[src/rtl/i2c_slave_controller.sv]
// i2c_slave_controller: 7-bit addressed I2C slave with byte-wide receive and transmit handshakes.
module i2c_slave_controller #(
    parameter logic [6:0] SLAVE_ADDR  = 7'b0001000,
    parameter int         SYNC_STAGES = 2
) (
    input  logic       FPGA_clk,
    input  logic       rst,
    input  logic       SCL,
    input  logic       SDA_in,
    output logic       SDA_drive_low,
    output logic [7:0] rx_data,
    output logic       rx_valid,
    input  logic [7:0] tx_data,
    output logic       tx_req,
    output logic       selected,
    output logic       busy
);

    localparam logic [2:0] IDLE     = 3'd0;
    localparam logic [2:0] ADDR     = 3'd1;
    localparam logic [2:0] ADDR_ACK = 3'd2;
    localparam logic [2:0] RX_DATA  = 3'd3;
    localparam logic [2:0] RX_ACK   = 3'd4;
    localparam logic [2:0] TX_DATA  = 3'd5;
    localparam logic [2:0] TX_ACK   = 3'd6;

    logic [SYNC_STAGES-1:0] scl_sync_q;
    logic [SYNC_STAGES-1:0] sda_sync_q;
    logic                   scl_prev_q;
    logic                   sda_prev_q;
    logic                   scl_s;
    logic                   sda_s;
    logic                   scl_rise;
    logic                   scl_fall;
    logic                   start_det;
    logic                   stop_det;
    logic [7:0]             byte_in;

    logic [2:0] state_q;
    logic [2:0] state_d;
    logic [2:0] bit_cnt_q;
    logic [2:0] bit_cnt_d;
    logic [7:0] shift_q;
    logic [7:0] shift_d;
    logic [7:0] rx_data_q;
    logic [7:0] rx_data_d;
    logic [7:0] tx_byte_q;
    logic [7:0] tx_byte_d;
    logic       rw_q;
    logic       rw_d;
    logic       done_q;
    logic       done_d;
    logic       drv_q;
    logic       drv_d;
    logic       rx_valid_q;
    logic       rx_valid_d;
    logic       tx_req_q;
    logic       tx_req_d;
    logic       sel_q;
    logic       sel_d;
    logic       busy_q;
    logic       busy_d;

    assign scl_s     = scl_sync_q[SYNC_STAGES-1];
    assign sda_s     = sda_sync_q[SYNC_STAGES-1];
    assign scl_rise  = scl_s & ~scl_prev_q;
    assign scl_fall  = ~scl_s & scl_prev_q;
    assign start_det = ~sda_s & sda_prev_q & scl_s;
    assign stop_det  = sda_s & ~sda_prev_q & scl_s;
    assign byte_in   = {shift_q[6:0], sda_s};

    assign SDA_drive_low = drv_q;
    assign rx_data       = rx_data_q;
    assign rx_valid      = rx_valid_q;
    assign tx_req        = tx_req_q;
    assign selected      = sel_q;
    assign busy          = busy_q;

    // Bring the bus lines into the clock domain and keep one-cycle-old copies for edge detection.
    always_ff @(posedge FPGA_clk) begin
        if (!rst) begin
            scl_sync_q <= '1;
            sda_sync_q <= '1;
            scl_prev_q <= 1'b1;
            sda_prev_q <= 1'b1;
        end else begin
            scl_sync_q <= {scl_sync_q[SYNC_STAGES-2:0], SCL};
            sda_sync_q <= {sda_sync_q[SYNC_STAGES-2:0], SDA_in};
            scl_prev_q <= scl_s;
            sda_prev_q <= sda_s;
        end
    end

    // Protocol sequencing; bus conditions override any SCL edge seen in the same cycle.
    always_comb begin
        state_d    = state_q;
        bit_cnt_d  = bit_cnt_q;
        shift_d    = shift_q;
        rx_data_d  = rx_data_q;
        tx_byte_d  = tx_req_q ? tx_data : tx_byte_q;
        rw_d       = rw_q;
        done_d     = done_q;
        drv_d      = drv_q;
        rx_valid_d = 1'b0;
        tx_req_d   = 1'b0;
        sel_d      = sel_q;
        busy_d     = busy_q;
        if (start_det) begin
            state_d   = ADDR;
            bit_cnt_d = 3'd0;
            busy_d    = 1'b1;
            sel_d     = 1'b0;
            drv_d     = 1'b0;
        end else if (stop_det) begin
            state_d = IDLE;
            busy_d  = 1'b0;
            sel_d   = 1'b0;
            drv_d   = 1'b0;
        end else begin
            case (state_q)
                ADDR: begin
                    if (scl_rise) begin
                        shift_d   = byte_in;
                        bit_cnt_d = bit_cnt_q + 3'd1;
                        if (bit_cnt_q == 3'd7) begin
                            rw_d    = sda_s;
                            state_d = (byte_in[7:1] == SLAVE_ADDR) ? ADDR_ACK : IDLE;
                        end
                    end
                end
                ADDR_ACK, RX_ACK: begin
                    if (scl_fall && !drv_q) begin
                        drv_d = 1'b1;
                        sel_d = 1'b1;
                    end else if (scl_fall) begin
                        drv_d   = 1'b0;
                        state_d = RX_DATA;
                    end else if (scl_rise && drv_q && rw_q) begin
                        tx_req_d = 1'b1;
                        done_d   = 1'b0;
                        state_d  = TX_DATA;
                    end
                end
                RX_DATA: begin
                    if (scl_rise) begin
                        shift_d   = byte_in;
                        bit_cnt_d = bit_cnt_q + 3'd1;
                        if (bit_cnt_q == 3'd7) begin
                            rx_data_d  = byte_in;
                            rx_valid_d = 1'b1;
                            state_d    = RX_ACK;
                        end
                    end
                end
                TX_DATA: begin
                    if (scl_fall) begin
                        drv_d   = done_q ? 1'b0 : ~tx_byte_q[~bit_cnt_q];
                        state_d = done_q ? TX_ACK : TX_DATA;
                    end else if (scl_rise) begin
                        bit_cnt_d = bit_cnt_q + 3'd1;
                        done_d    = (bit_cnt_q == 3'd7);
                    end
                end
                TX_ACK: begin
                    if (scl_rise) begin
                        tx_req_d = ~sda_s;
                        done_d   = 1'b0;
                        state_d  = sda_s ? IDLE : TX_DATA;
                    end
                end
                default: ;
            endcase
        end
    end

    // State registers; reset releases SDA on the very edge it is sampled.
    always_ff @(posedge FPGA_clk) begin
        if (!rst) begin
            state_q    <= IDLE;
            bit_cnt_q  <= 3'd0;
            shift_q    <= 8'hFF;
            rx_data_q  <= 8'h00;
            tx_byte_q  <= 8'h00;
            rw_q       <= 1'b0;
            done_q     <= 1'b0;
            drv_q      <= 1'b0;
            rx_valid_q <= 1'b0;
            tx_req_q   <= 1'b0;
            sel_q      <= 1'b0;
            busy_q     <= 1'b0;
        end else begin
            state_q    <= state_d;
            bit_cnt_q  <= bit_cnt_d;
            shift_q    <= shift_d;
            rx_data_q  <= rx_data_d;
            tx_byte_q  <= tx_byte_d;
            rw_q       <= rw_d;
            done_q     <= done_d;
            drv_q      <= drv_d;
            rx_valid_q <= rx_valid_d;
            tx_req_q   <= tx_req_d;
            sel_q      <= sel_d;
            busy_q     <= busy_d;
        end
    end

endmodule

[config.mk]
export PLATFORM = sky130hd
export DESIGN_NAME = i2c_slave_controller
export DESIGN_NICKNAME = d
export VERILOG_FILES = /design/src/rtl/i2c_slave_controller.sv
export SDC_FILE = /design/constraint.sdc
export NUM_CORES = 1
export LEC_CHECK = 0
export CAP_MARGIN = 30
export CORE_MARGIN = 4
export CORE_UTILIZATION = 55
export DETAILED_ROUTE_END_ITERATION = 12
export PLACE_DENSITY = 0.83
export REMOVE_ABC_BUFFERS = 1
export SLEW_MARGIN = 25
export SYNTH_ARGS = -nofsm -noshare
export SYNTH_HDL_FRONTEND = slang
export SYNTH_SLANG_ARGS = --single-unit
[constraint.sdc]
create_clock -name FPGA_clk -period 3.05 [get_ports FPGA_clk]
set_clock_uncertainty 0.1 [all_clocks]
set_input_delay 0.7625 -clock FPGA_clk [delete_from_list [all_inputs] [get_ports FPGA_clk]]
set_output_delay 0.7625 -clock FPGA_clk [all_outputs]
set_load 0.1 [all_outputs]
==> impl_metrics.ini <==
[global_route]
grt_pass1_vias = 1445
grt_first_pass_wirelength_um = 6530
grt_max_degree = 24
overflow = 0
antenna_found_initial = 0
track_usage_pct = 18.8

[clocking]
cts-buffers-inserted = 5
holdBufCountCts = 0
cts.sinks = 42
cts_setup_buffers = 0
post_cts_resized = 0
cts_tree = done
cts_buffer_depth = 2
htreeDepth = 2
clock_latency_ps = 340
cts_root_buffer = clkbuf_4
path_clk_slew_ps = 120

[min_path]
hold_depth = 1
hold_path.class = flop to flop
min_from = scl_sync_q[0]$_SDFF_PN1_
min_to = scl_sync_q[1]$_SDFF_PN1_

[critical_path]
r2r_slack_ps = 960
reg2reg_from = scl_sync_q[1]$_SDFF_PN1_
worstPathRequired_ps = 2190
cp-end-kind = primary output
reg2reg_depth = 5
worstPathBufferInverterCount = 1
worst_path_max_delay_cell = dfxtp_1
cp_slowest_stage_delay_ps = 650
crit_type = flop to primary output
crit_fanout = 9
path_cells = buf_4
crit_arrival_ps = 1370
cp-start-kind = flop
crit_family = flip-flops
reg2reg_to = rx_data[2]$_SDFFE_PN0P_

[route]
drt-pass1-iter-count = 4
wire_per_inst_um = 14.5
routed_via_density = 5.54
vias = 1486
final_antenna_net_count = 0
drcViolationCount = 0
drt-initial-drc-count = 163
drt_wl_total_um = 3880

[synthesis]
yosysSeqAreaShare_pct = 43.3
ys_warn_count = 0
syn_area_per_cell_um2 = 9.70
syn_inst = 200
syn_area_mm2 = 0.00194
async_flop_share_pct = 0
synth_edf_count = 0
synth.distinct_cells = 40
ys_ff_latch = 42
synthFlopType = dfxtp_1

[pwr]
p_switching_uw = 194
p_total_uw = 947
combPwrFrac_pct = 5.5
ir_drop_mv = 0.365
leakage_uw = 0.000866
powerDensity_mw_per_mm2 = 422
p_sw_share_pct = 20.5
p_clk_share_pct = 35.5
p_seq_share_pct = 59.0
p_int_uw = 753

[timing]
finalCritPeriodShare_pct = 73.3
setup_viol = 0
slew_headroom_pct = 54.6
worst-slew-pin-transition_ps = 679
max_freq_mhz = 447
period_needed_ps = 2240
final_max_slew_viol_count = 0
finalSetupTns_ps = 0
hold_violations = 0
rsz0062_at_grt = no

[placement]
place_congestion = 0.887
numPlacedInstances = 260
numPortBuffers = 24
hpwl_um = 2910
dpl-instance-area_mm2 = 0.00217

[layout]
num_antenna_cells = 0
layoutNonFillerInstCount = 268
final_area_mm2 = 0.00224
area_growth_pct = 15.6
nets = 235
fillers = 288
drive_gt1_share_pct = 12.2

[floorplan]
ioPinCount = 25
initial_core_util_pct = 57.7
rows = 21
die_area_mm2 = 0.00454
core_region_area_mm2 = 0.00336
die_y_um = 67.4
die_x_um = 67.4

[run]
cap_viol_max_count = 0

[status]
status = completed
area by class of cell:
class | count | area, um^2 | area share [%]
Multi-Input combinational cell | 142 | 1030 | 46.0
Tap cell | 46 | 57.6 | 2.57
Sequential cell | 42 | 841 | 37.5
Inverter | 4 | 15.0 | 0.669
Clock inverter | 1 | 30.0 | 1.34
Clock buffer | 7 | 45.0 | 2.01
Timing Repair Buffer | 26 | 223 | 9.93
metal layers:
metal | part of all wire, % | routed length, um | vias to the layer above | track usage [%]
met1 | 46 | 1770 | 706 | 24.1
li1 | - | - | 738 | -
met5 | 0 | 0 | - | 0
met2 | 48 | 1850 | 32 | 30.4
met3 | 4.2 | 164 | 10 | 4.49
met4 | 2.3 | 89 | 0 | 7.59
cells in the final DEF (no fill, tap or decap), types with 4 or more instances in the layout:
cell	netlist	layout
nor2_1	14	14
clkbuf_4	0	5
nand2b_1	8	8
o21ai_0	8	8
nor2b_1	20	20
dfxtp_1	42	42
a21oi_1	6	6
nand2_1	17	17
mux2i_1	29	29
clkdlybuf4s50_1	0	11
buf_4	1	15
inv_1	4	4
synthesized netlist by cell type, drive strengths merged, types with 2 or more instances:
cell,n,area [um^2]
nor2,15,72.6
a21oi,6,30.0
nand2b,8,50.1
clkbuf,8,30.0
nand4b,2,17.5
and2,3,18.8
inv,4,15.0
buf,4,22.5
ha,2,25.0
mux2i,29,290
a31oi,3,18.8
xor2,2,17.5
dfxtp,42,841
o21ai,9,45.0
nor2b,20,125
nor4,2,12.5
nand2,17,63.8
nand4,2,12.5
nand3,3,15.0
mux4,2,45.0
per-stage QoR:
| step | utilization (%) | hold WS (ps) | worst slack [ps] |
|---|---|---|---|
| 6_report | 66.7 | 318 | 813 |
| 5_1_grt | 66.7 | 338 | 751 |
| 4_1_cts | 66.7 | 323 | 808 |
| 3_5_place_dp | 64.5 | 300 | 609 |
| 3_3_place_gp | 64.5 | 293 | 695 |
| 2_1_floorplan | - | 286 | 945 |
kinds of logic (layout without fill, tap and decap cells):
logic type	Yosys count	count (layout)	share of synthesized area [%]
AOI/OAI and AO/OA	27	27	10.2
xor gates and xnor gates	3	3	1.35
muxes	31	31	17.3
and+or+nand+nor	79	79	23.1
buffers and inverters	16	38	3.48
adders and majority gates	2	2	1.29
DFF	42	42	43.3
state kept, by name, indices dropped and copies added, names as in the netlist:
name,cells
rx_data,8
sda_sync_q,2
bit_cnt_q,3
scl_sync_q,2
SDA_drive_low,1
sda_prev_q,1
state_q,3
rx_valid,1
done_q,1
tx_req,1
selected,1
scl_prev_q,1
shift_q,7
tx_byte_q,8
rw_q,1
busy,1
power by group through the flow:
stage          clock (uW)  sequential, uW  combinational, uW
2_1_floorplan           0             576               19.3
3_3_place_gp            0             571               51.2
3_5_place_dp            0             571               52.2
4_1_cts               343             559               52.6
5_1_grt               368             560               57.3
6_report              337             559               52.1
how the worst max path moves through the flow:
stage / cells past startpoint / startpoint / slack [ps] / end
finish: 1 / tx_req$_SDFF_PP0_ / 810 / tx_req
global route: 1 / tx_req$_SDFF_PP0_ / 750 / tx_req
CTS: 1 / tx_req$_SDFF_PP0_ / 810 / tx_req
detailed placement: 3 / rst / 610 / tx_req$_SDFF_PP0_
global placement: 3 / rst / 690 / tx_req$_SDFF_PP0_
floorplan: 5 / SDA_drive_low$_SDFFE_PP0P_ / 940 / state_q[1]$_SDFFE_PP0P_
worst register-to-register path, delay by kind of cell, from the launching register on:
| family | cells | cell delay (ps) |
|---|---|---|
| simple gates | 4 | 1090 |
| flops | 1 | 560 |
| mux | 1 | 230 |
Power figures use the tool's default switching activity.
==> variant 1: new RTL, same flow settings <==
Set the parameter `SYNC_STAGES` to 4 (it was 2).
--- a/src/rtl/i2c_slave_controller.sv
+++ b/src/rtl/i2c_slave_controller.sv
@@ -1,7 +1,7 @@
 // i2c_slave_controller: 7-bit addressed I2C slave with byte-wide receive and transmit handshakes.
 module i2c_slave_controller #(
     parameter logic [6:0] SLAVE_ADDR  = 7'b0001000,
-    parameter int         SYNC_STAGES = 2
+    parameter int         SYNC_STAGES = 4
 ) (
     input  logic       FPGA_clk,
     input  logic       rst,
Formal check against the unedited RTL: not equivalent (a bounded check fails within 4 cycles, from zero or initial values and one cycle with rst low).
==> variant 1 against the unedited design <==
Power increased by 6.7%. Register-to-register slack improved by 0.10 ns. Design area grew 4.5%. Clock power grew 8.9%. Cell count is 3.0% higher. Worst hold slack got worse by 0.0042 ns. Die area up 4.1%. Utilization up 1.4 points. Routed wire length down 0.49%. Sequential cell count up 4. Area after synthesis up 4.6%. Via count is 2.1% higher. Count of clock-buffer cells in the layout shrank 2. Setup slack gained 0.018 ns.
==> variant 1: results (changes against the unedited design) <==
Yosys
The mean instance size in the synthesized netlist is 9.81 µm² (was 9.70 µm²). The distinct cell type count after synthesis is 43 (was 40). Leading cell types by total area after synthesis: sky130_fd_sc_hd__dfxtp_1 45%, sky130_fd_sc_hd__mux2i_1 15%, sky130_fd_sc_hd__nor2b_1 6.2% (was sky130_fd_sc_hd__dfxtp_1 43%, sky130_fd_sc_hd__mux2i_1 15%, sky130_fd_sc_hd__nor2b_1 6.4%).

Most numerous cell types in the synthesized netlist: 46 x sky130_fd_sc_hd__dfxtp_1, 30 x sky130_fd_sc_hd__mux2i_1, 24 x sky130_fd_sc_hd__nand2_1, 20 x sky130_fd_sc_hd__nor2b_1, 11 x sky130_fd_sc_hd__nand2b_1 (was 42 x sky130_fd_sc_hd__dfxtp_1, 29 x sky130_fd_sc_hd__mux2i_1, 20 x sky130_fd_sc_hd__nor2b_1, 17 x sky130_fd_sc_hd__nand2_1, 14 x sky130_fd_sc_hd__nor2_1). The sequential-to-total area share from yosys stat came to 45.3% (was 43.3%).

Clocking
The worst-skew pair later-pin latency is 0.30 ns (was 0.34 ns). The library cell used as clock root buffer is sky130_fd_sc_hd__clkbuf_8 (was sky130_fd_sc_hd__clkbuf_4). The post-CTS clock slew at the launch and capture registers of the worst setup and hold paths is 0.09 ns (was 0.12 ns).

Cells and area
The number of nets in the final layout is 243 (was 235).

Drt
The number of DRC markers after the initial detailed-route iteration is 117 (was 163). The via count is 1,517 (was 1,486).

Place
The number of placed instances with taps included is 268 (was 260). The placer's final routability congestion estimate is 0.857 (was 0.887). The detailed-placement wirelength estimate is 2.67 mm (was 2.91 mm).

The placement-stage worst setup slack came to 0.939 ns (was 0.609 ns).

GRT
The wire length of the first global-routing pass came to 6.76 mm (was 6.53 mm). The global-route usage over all layers is 19.3% (was 18.8%). The number of global-route vias before repair is 1,448 (was 1,445). The pin count of the biggest net entering global routing came to 35 (was 24).

Worst hold path
The end of the worst hold path is sda_sync_q[2]$_SDFF_PN1_ (was scl_sync_q[1]$_SDFF_PN1_). The hold path startpoint is sda_sync_q[1]$_SDFF_PN1_ (was scl_sync_q[0]$_SDFF_PN1_).

Setup path
The delay of the slowest cell on the worst path is 0.67 ns (was 0.65 ns).

STA
The relative slew slack is 64.3% (was 54.6%). The worst hold-check slack is 0.313 ns (was 0.318 ns).

Outcome
Result of the run: completed (unchanged).
==> variant 1: cell types whose count changed after synthesis, moves of 3 or more <==
cell,change
sky130_fd_sc_hd__a21oi_1,-3
sky130_fd_sc_hd__nor2_1,-5
sky130_fd_sc_hd__nand2b_1,+3
sky130_fd_sc_hd__dfxtp_1,+4
sky130_fd_sc_hd__nand2_1,+7
==> variant 1: metrics by stage <==
step                util, %  power (W)  area [µm²]
finish                 68.1    0.00101        2340
CTS                    68.1    0.00102        2340
global placement       65.6   0.000657        2260
floorplan                 -   0.000633        1980
global route           68.1    0.00106        2340
detailed placement     65.6   0.000657        2260
==> variant 1: kinds of logic (layout without fill, tap and decap cells) <==
kind of cell / count (synthesis) / in the layout / share of synthesized area, %
AOI/OAI and AO/OA: 25 / 25 / 8.56
xor gates and xnor gates: 3 / 3 / 1.29
adders and majority gates: 2 / 2 / 1.23
buffers and inverters: 14 / 37 / 3.02
DFF: 46 / 46 / 45.3
muxes: 32 / 32 / 17.0
and+or+nand+nor: 85 / 85 / 23.5
==> variant 1: layout make-up <==
type	instances	area, µm²	share of cell area [%]
Sequential cell	46	921	39.3
Tap cell	46	57.6	2.45
Timing Repair Buffer	25	215	9.18
Clock buffer	5	68.8	2.93
Multi-Input combinational cell	147	1050	44.7
Inverter	4	15.0	0.640
Clock inverter	3	18.8	0.800
==> variant 1: power groups by stage <==
| stage | combinational [W] | clock (W) | sequential (W) |
|---|---|---|---|
| 2_1_floorplan | 0.0000111 | 0 | 0.000622 |
| 3_3_place_gp | 0.0000364 | 0 | 0.000621 |
| 3_5_place_dp | 0.0000368 | 0 | 0.000621 |
| 4_1_cts | 0.0000371 | 0.000375 | 0.000606 |
| 5_1_grt | 0.0000399 | 0.000409 | 0.000607 |
| 6_report | 0.0000369 | 0.000367 | 0.000606 |
==> variant 1: worst register-to-register path, stage by stage (launching register included) <==
cell and delay [ns]:
sky130_fd_sc_hd__dfxtp_1 0.65, sky130_fd_sc_hd__nor2b_1 0.28, sky130_fd_sc_hd__nand3_1 0.26, sky130_fd_sc_hd__nor2_8 0.30
sky130_fd_sc_hd__mux2i_1 0.22, sky130_fd_sc_hd__nor2b_1 0.06
==> variant 1: per-layer routing <==
metal | vias to the layer above | global-route usage, % | part of all wire, %
met1 | 700 | 25.8 | 45
met2 | 51 | 29.8 | 47
met3 | 8 | 5.51 | 6.4
met5 | - | 0 | 0
li1 | 758 | - | -
met4 | 0 | 6.81 | 1.4
==> variant 2: new RTL, config.mk and constraints unchanged <==
Made on the original files. The output `rx_valid` loses its register stage (`rx_valid_q` becomes a continuous assignment).
--- a/src/rtl/i2c_slave_controller.sv
+++ b/src/rtl/i2c_slave_controller.sv
@@ -184,7 +184,6 @@
             rw_q       <= 1'b0;
             done_q     <= 1'b0;
             drv_q      <= 1'b0;
-            rx_valid_q <= 1'b0;
             tx_req_q   <= 1'b0;
             sel_q      <= 1'b0;
             busy_q     <= 1'b0;
@@ -197,12 +196,13 @@
             rw_q       <= rw_d;
             done_q     <= done_d;
             drv_q      <= drv_d;
-            rx_valid_q <= rx_valid_d;
             tx_req_q   <= tx_req_d;
             sel_q      <= sel_d;
             busy_q     <= busy_d;
         end
     end
 
+    assign rx_valid_q = rx_valid_d;
+
 endmodule
 
Check against the original RTL: no difference found for any inputs over 10 cycles, from zero or initial values and one cycle with rst low; that may be too few to reach the edited logic, so the function may still have changed.
==> variant 2 against the unedited design <==
Via count shrank 4.0%. Critical endpoint is now rx_valid. Sequential cell count decreased by 1. Area after synthesis shrank 3.0%. Critical path depth is 4 higher. Sequential share of layout area about the same. Design area is 2.3% lower. Critical path type unchanged. Worst hold slack improved by 0.0026 ns. Largest cell class unchanged. Combinational power fell by 10%. Power is 7.6% lower. Sequential power shrank 3%. Routed wire length decreased by 7.6%. Largest power group unchanged. Setup slack got worse by 0.49 ns. Count of clock-buffer cells in the layout fell by 1.
==> variant 2: results (changes against the unedited design) <==
Place
The placer's final routability congestion estimate is 0.874 (was 0.887). The placed instance area is 2130 µm² (was 2170 µm²). The detailed-placement wirelength estimate came to 2.77 mm (was 2.91 mm). The placement-stage worst setup slack is 0.518 ns (was 0.609 ns).

Setup path
The launch point of the critical path is sda_sync_q[1]$_SDFF_PN1_ (was tx_req$_SDFF_PP0_). The capturing element of the worst setup path was rx_valid (was tx_req). The maximum fanout along the worst path is 10 (was 9). The capture instance of the worst register-to-register path is rx_data[6]$_SDFFE_PN0P_ (was rx_data[2]$_SDFFE_PN0P_). The slack of the worst reg-to-reg path came to 1.14 ns (was 0.96 ns).

Cells and area
The fraction of final layout cells with drive strength greater than 1 is 15.8% (was 12.2%). The number of filler cells placed in the layout is 269 (was 288). The area of the multi-input gates was 988 µm² (was 1030 µm²).

Yosys
The distinct cell type count after synthesis is 44 (was 40). The sequential-to-total area share from yosys stat was 43.6% (was 43.3%).

GRT
The number of global-route vias before repair is 1,410 (was 1,445). The pin count of the biggest net entering global routing is 21 (was 24). The wire length of the first global-routing pass was 6.42 mm (was 6.53 mm).

Drt
The number of DRC markers after the initial detailed-route iteration was 71 (was 163). The via-per-instance ratio is 5.36 (was 5.54). The average wire per standard cell came to 13.5 µm (was 14.5 µm).

Power
The maximum VDD drop is 0.000249 V (was 0.000365 V). The leakage power came to 0.871 nW (was 0.866 nW).

Outcome
Result of the run: completed (unchanged).

STA
The transition time at the pin with the least slew margin was 0.486 ns (was 0.679 ns). The share of the clock period used by the worst path after layout came to 89.5% (was 73.3%).
[variant 2: cell count changes in the layout (fill, tap and decap cells not counted), sizes merged, moves of 5 or more]
cell   change
mux2i      -7
nor2       -7
nand3      +7
nand2      +5
[variant 2: final cells by class]
class,count,area share [%]
Clock buffer,6,2.34
Clock inverter,2,0.628
Inverter,5,0.856
Multi-Input combinational cell,141,45.1
Sequential cell,41,37.5
Tap cell,44,2.51
Timing Repair Buffer,27,11.1
[variant 2: how the worst min path moves through the flow]
stage                             start                  endpoint  slack [ns]  cells after the start
2_1_floorplan  scl_sync_q[0]$_SDFF_PN1_  scl_sync_q[1]$_SDFF_PN1_        0.29                      1
3_3_place_gp   scl_sync_q[0]$_SDFF_PN1_  scl_sync_q[1]$_SDFF_PN1_        0.29                      1
3_5_place_dp   scl_sync_q[0]$_SDFF_PN1_  scl_sync_q[1]$_SDFF_PN1_        0.29                      1
4_1_cts        scl_sync_q[0]$_SDFF_PN1_  scl_sync_q[1]$_SDFF_PN1_        0.32                      1
5_1_grt        scl_sync_q[0]$_SDFF_PN1_  scl_sync_q[1]$_SDFF_PN1_        0.34                      1
6_report       scl_sync_q[0]$_SDFF_PN1_  scl_sync_q[1]$_SDFF_PN1_        0.32                      1
[variant 2: cell families (layout without fill, tap and decap cells)]
logic type / Yosys count / count (layout) / share of synthesized area [%]
AO/OA/AOI/OAI: 27 / 27 / 9.97
XOR/XNOR: 3 / 3 / 1.40
adder cells (fa/ha/maj): 2 / 2 / 1.33
buffers and inverters: 17 / 40 / 3.86
flip-flops: 41 / 41 / 43.6
multiplexers: 25 / 25 / 14.7
AND/OR/NAND/NOR: 84 / 84 / 25.1
[variant 2: worst register-to-register path, delay by kind of cell (launching register included)]
family | cells | cell delay (ns)
xor gates and xnor gates | 1 | 0.18
buffers and inverters | 1 | 0.24
muxes | 1 | 0.18
and+or+nand+nor | 3 | 0.54
DFF | 1 | 0.58
[variant 2: power by group]
| part | internal, W | switching, W |
|---|---|---|
| clock network | 0.000112 | 0.000172 |
| logic | 0.0000246 | 0.0000222 |
| registers | 0.000539 | 0.00000499 |
| total | 0.000677 | 0.000199 |
[variant 2: per-layer routing]
metal	vias up	part of all wire [%]	GRT usage (%)
li1	735	-	-
met1	656	45	23.8
met3	4	4.6	4.05
met2	32	49	31.8
met4	0	0.87	6.85
met5	-	0	0
[variant 2: metrics by stage]
stage / hold slack [ns] / std cells
2_1_floorplan: 0.286 / 187
3_3_place_gp: 0.294 / 258
3_5_place_dp: 0.294 / 258
4_1_cts: 0.323 / 266
5_1_grt: 0.343 / 266
6_report: 0.320 / 266
[variant 2: repair_timing]
item / in CTS / in global routing
hold buffers: 0 / 0
endpoints found under the setup margin: 0 / 1
resized for setup: 0 / 1
setup buffers: 0 / 0
